## src/rtl/quad2pos.sv

```systemverilog
// quad2pos: quadrature stream to bounded absolute position (sync, glitch filter, x4 decode).
// Define QUAD2POS_WRAP_EN to make the position wrap instead of saturating.
module quad2pos #(
  parameter int POS_W    = 8,
  parameter int POS_MIN  = 0,
  parameter int POS_MAX  = 255,
  parameter int POS_INIT = 128,
  parameter int FILT_LEN = 3
) (
  input  logic             CLK,
  input  logic             reset_n,
  input  logic [1:0]       quad,
  input  logic             center,
  output logic [POS_W-1:0] pos,
  output logic             step_pulse,
  output logic             dir,
  output logic             err
);
  localparam logic [POS_W-1:0] L_MIN  = POS_W'(POS_MIN);
  localparam logic [POS_W-1:0] L_MAX  = POS_W'(POS_MAX);
  localparam logic [POS_W-1:0] L_INIT = POS_W'(POS_INIT);
  logic [1:0]       r_s1, r_s2, r_f;
  logic [3:0]       r_cnt;
  logic             w_load, w_inc, w_dec, w_bad, w_step;
  logic [3:0]       w_tr;
  logic [POS_W-1:0] w_pos_up, w_pos_dn;
  assign w_load = (r_s2 != r_f) && (r_cnt >= 4'(FILT_LEN));
  assign w_tr   = {r_f, r_s2};
  assign w_inc  = w_load && (w_tr == 4'b0010 || w_tr == 4'b1011 || w_tr == 4'b1101 || w_tr == 4'b0100);
  assign w_dec  = w_load && (w_tr == 4'b0001 || w_tr == 4'b0111 || w_tr == 4'b1110 || w_tr == 4'b1000);
  assign w_bad  = w_load && ((r_f ^ r_s2) == 2'b11);
  assign w_step = (w_inc || w_dec) && !center;
`ifdef QUAD2POS_WRAP_EN
  assign w_pos_up = (pos == L_MAX) ? L_MIN : pos + 1'b1;
  assign w_pos_dn = (pos == L_MIN) ? L_MAX : pos - 1'b1;
`else
  assign w_pos_up = (pos == L_MAX) ? L_MAX : pos + 1'b1;
  assign w_pos_dn = (pos == L_MIN) ? L_MIN : pos - 1'b1;
`endif
  // r_cnt counts full cycles s2 has held its value; restarts on the edge s2 changes
  always_ff @(posedge CLK) begin
    if (!reset_n) begin
      r_s1       <= '0;
      r_s2       <= '0;
      r_f        <= '0;
      r_cnt      <= '0;
      pos        <= L_INIT;
      step_pulse <= 1'b0;
      dir        <= 1'b0;
      err        <= 1'b0;
    end else begin
      r_s1       <= quad;
      r_s2       <= r_s1;
      r_cnt      <= (r_s1 != r_s2) ? 4'd0 : (r_cnt == 4'hf) ? r_cnt : r_cnt + 1'b1;
      r_f        <= w_load ? r_s2 : r_f;
      err        <= w_bad;
      step_pulse <= w_step;
      dir        <= w_step ? w_inc : dir;
      pos        <= center ? L_INIT : w_inc ? w_pos_up : w_dec ? w_pos_dn : pos;
    end
  end
endmodule
```

## config.mk

```make
export PLATFORM = sky130hd
export DESIGN_NAME = quad2pos
export DESIGN_NICKNAME = d
export VERILOG_FILES = /design/src/rtl/quad2pos.sv
export SDC_FILE = /design/constraint.sdc
export NUM_CORES = 1
export LEC_CHECK = 0
export CORE_MARGIN = 5
export CORE_UTILIZATION = 55
export CTS_BUF_LIST = sky130_fd_sc_hd__clkbuf_4 sky130_fd_sc_hd__clkbuf_8
export CTS_CLUSTER_SIZE = 28
export DETAILED_ROUTE_END_ITERATION = 10
export PLACE_DENSITY = 0.79
export SLEW_MARGIN = 40
export SYNTH_ARGS = -nofsm -noshare
export SYNTH_HDL_FRONTEND = slang
export SYNTH_SLANG_ARGS = --single-unit
export TNS_END_PERCENT = 50
```

## constraint.sdc

```tcl
create_clock -name CLK -period 2.45 [get_ports CLK]
set_clock_uncertainty 0.05 [all_clocks]
set_input_delay 0.6125 -clock CLK [delete_from_list [all_inputs] [get_ports CLK]]
set_output_delay 0.6125 -clock CLK [all_outputs]
set_load 0.1 [all_outputs]
```

==> results of run 1 <==
## through the flow
step	hold WS [ns]	area, um2	instances
3_5_place_dp	0.4229	1411	191
4_1_cts	0.4519	1439	195
2_1_floorplan	0.4055	1264	152
5_1_grt	0.4821	1439	195
6_report	0.4470	1439	195
3_3_place_gp	0.4120	1411	191
## cells by family (layout without fill, tap and decap cells)
| family | Yosys count | in the layout | synth area share [%] |
|---|---|---|---|
| buffers and inverters | 11 | 26 | 4.068 |
| flip-flops | 21 | 21 | 33.33 |
| AND/OR/NAND/NOR | 63 | 63 | 27.98 |
| XOR/XNOR | 9 | 9 | 7.441 |
| multiplexers | 1 | 1 | 0.7937 |
| adder cells (fa/ha/maj) | 4 | 4 | 3.968 |
| AO/OA/AOI/OAI | 43 | 43 | 22.42 |
## cells in the final DEF (no fill, tap or decap), types with 3 or more instances in the layout
cell,count
or3_1,3
nor3_1,6
a21boi_0,4
clkbuf_4,3
o211ai_1,4
clkdlybuf4s50_1,4
a31oi_1,5
and3_1,3
nor2_1,11
nand2_1,11
o21ai_0,11
a21oi_1,7
dfxtp_1,19
and2_1,5
ha_1,4
nand3_1,5
nor2b_1,4
buf_4,15
xnor2_1,6
inv_1,3
## power by group through the flow
stage	Combinational [mW]	Clock, mW	Sequential, mW
floorplan	0.0295	0	0.363
global placement	0.0459	0	0.362
detailed placement	0.0468	0	0.362
CTS	0.0470	0.177	0.354
global route	0.0514	0.193	0.356
finish	0.0468	0.175	0.355
## synthesized netlist by cell type (2+ instances only)
cell and n:
and2_1 5, nand2b_1 2, nor2_1 11, a21boi_0 4, and3_1 3, nand2_1 11, a21oi_1 7, or2_2 2
ha_1 4, or3_1 3, o21ai_0 11, nand3_1 5, dfxtp_1 21, o211ai_1 4, nor3_1 6, clkbuf_1 5
inv_1 3, nor2b_1 4, buf_2 2, nor3b_1 2, xnor2_1 6, a31oi_1 5, o21a_1 2
## per-layer routing
metal,share of wire [%],wire length [um],vias to the layer above
met5,0,0,-
met4,1.1,31,0
met3,5.0,141,4
met2,50,1421,30
met1,43,1227,545
li1,-,-,580
## flip-flops by register name, indices dropped and copies added (netlist names)
signal	count
dir	1
err	1
pos	8
r_cnt	4
r_f	2
r_s1	2
r_s2	2
step_pulse	1
## area by class of cell
cell class	count	share of cell area, %
sequential	21	29.39
multi-input combinational	120	54.87
inverter	3	0.7826
clock buffer	3	1.565
tap	28	2.435
clock inverter	1	0.3478
timing repair buffer	19	10.61
## critical path, stage by stage (launching register included)
cell and delay (ns):
dfxtp_1 0.37, ha_1 0.28, nor3_2 0.37, nor3_1 0.13, or2_2 0.36, o32ai_1 0.32, a32o_1 0.16
## how the worst min path moves through the flow
stage                     slack [ns]      end
final                           0.45  r_s2[1]
after global routing            0.48  r_s2[1]
after CTS                       0.45  r_s2[1]
after detailed placement        0.42  r_s2[1]
after global placement          0.41  r_s2[1]
after floorplan                 0.41  r_s2[0]
==> results.json, run 1 <==
{
  "outcome": "finished clean",
  "critPathCapture": "pos[4]",
  "grt_antenna_before_repair": 0,
  "dieWidth_um": 57.89,
  "synthArstFlopShare_pct": 0,
  "yosysSeqAreaShare_pct": 33.33,
  "post_cts_resized": 0,
  "synth_seq_cells": 21,
  "postSynthCellCount": 152,
  "via_per_inst": 5.944,
  "ios": 16,
  "grt_use_met1_pct": 23.58,
  "synth_top_area_share_pct": 33.33,
  "cp-start-kind": "flop",
  "regArea_um2": 422.9,
  "finalWirelength_mm": 2.822,
  "finalHoldViolations": 0,
  "reg2reg_depth": 6,
  "core-area_um2": 2191,
  "postCtsHoldBufs": 0,
  "fillers": 194,
  "first_global_vias": 1017,
  "cts-root-buf": "clkbuf_4",
  "power_per_cell_area_nw_per_um2": 400.3,
  "initial_core_util_pct": 57.57,
  "slew_viol_final": 0,
  "worst_ep_required_time_ns": 2.66,
  "timing.rr.end": "pos[4]",
  "finalPower_mw": 0.5760,
  "p_seq_share_pct": 61.6,
  "period_needed_ns": 2.088,
  "synth-edff-count": 0,
  "crit_arrival_ns": 2.30,
  "ant_nets": 0,
  "synthToLayoutAreaGrowth_pct": 14.09,
  "post_drt_wl_per_cell_um": 14.47,
  "relSlewSlack_pct": 70.16,
  "tritoncts": "built",
  "grt_first_pass_wirelength_mm": 4.761,
  "p_leak_nw": 0.5758,
  "pwr-share-clk_pct": 30.3,
  "ys.flop_type": "dfxtp_1",
  "min_from": "r_s1[1]",
  "die_y_um": 57.89,
  "first_pass_iters": 4,
  "clock-sinks": 21,
  "use_met2_pct": 30.97,
  "setup_viol": 0,
  "synthesis.nets": 161,
  "synth_top_cell_by_area": "dfxtp_1",
  "yosysWarningCount": 0,
  "setup_tns_ns": 0,
  "startpoint": "r_cnt[0]",
  "utilization_pct": 65.68,
  "die-area_um2": 3351,
  "p_int_mw": 0.4323,
  "cts_buffer_depth": 2,
  "vdd.ir_drop.worst_v": 0.0003374,
  "avgSynthCellArea_um2": 8.297,
  "whs_path_depth": 1,
  "crit_fanout": 6,
  "final_nets": 177,
  "synth_area_leaders": "dfxtp_1, o21ai_0, xnor2_1",
  "use_met3_pct": 2.004,
  "gr-total-overflow": 0,
  "track_usage_pct": 18.05,
  "multiInputGateArea_um2": 789.5,
  "rows": 17,
  "synth_area_um2": 1261,
  "dpl.hpwl_mm": 2.159,
  "drtIter0Drc": 32,
  "pwr-share-comb_pct": 8.1,
  "finalWeightedCongestion": 0.9063,
  "grt_busiest_layer": "met2",
  "drc_errors": 0,
  "fin_ws_ns": 0.3617,
  "p_sw_mw": 0.1437,
  "tightest_slew_ns": 0.4451,
  "antenna_cells": 0,
  "worstSetupEndpointType": "flop",
  "cts_setup_buffers": 0,
  "insertion_delay_ns": 0.31,
  "r2r_start": "r_cnt[0]",
  "clk_pin_slew_ns": 0.12,
  "drv_cap": 0,
  "port-buffer-count": 15,
  "path_class": "reg -> reg",
  "rrSetupSlack_ns": 0.36,
  "finalCritPeriodShare_pct": 85.24,
  "cts_buffers": 3,
  "min_path_type": "reg -> reg",
  "grt_setup_unrepaired": "false",
  "dr_total_vias": 1159,
  "switching_share_pct": 24.95,
  "grt_max_degree": 14,
  "drive_gt1_share_pct": 18.56,
  "htreeDepth": 1,
  "clock.fmax_ghz": 0.4789,
  "synthDistinctLibCells": 47,
  "pre_cts_slack_ns": 0.4234
}
Note: power is estimated with default switching activity, not from simulation.
==> inputs of run 2 (changes only) <==
Settings changed: CAP_MARGIN from default to 5.
==> results of run 2 <==
Final layout, timing and power as in run 1 (identical DEF).
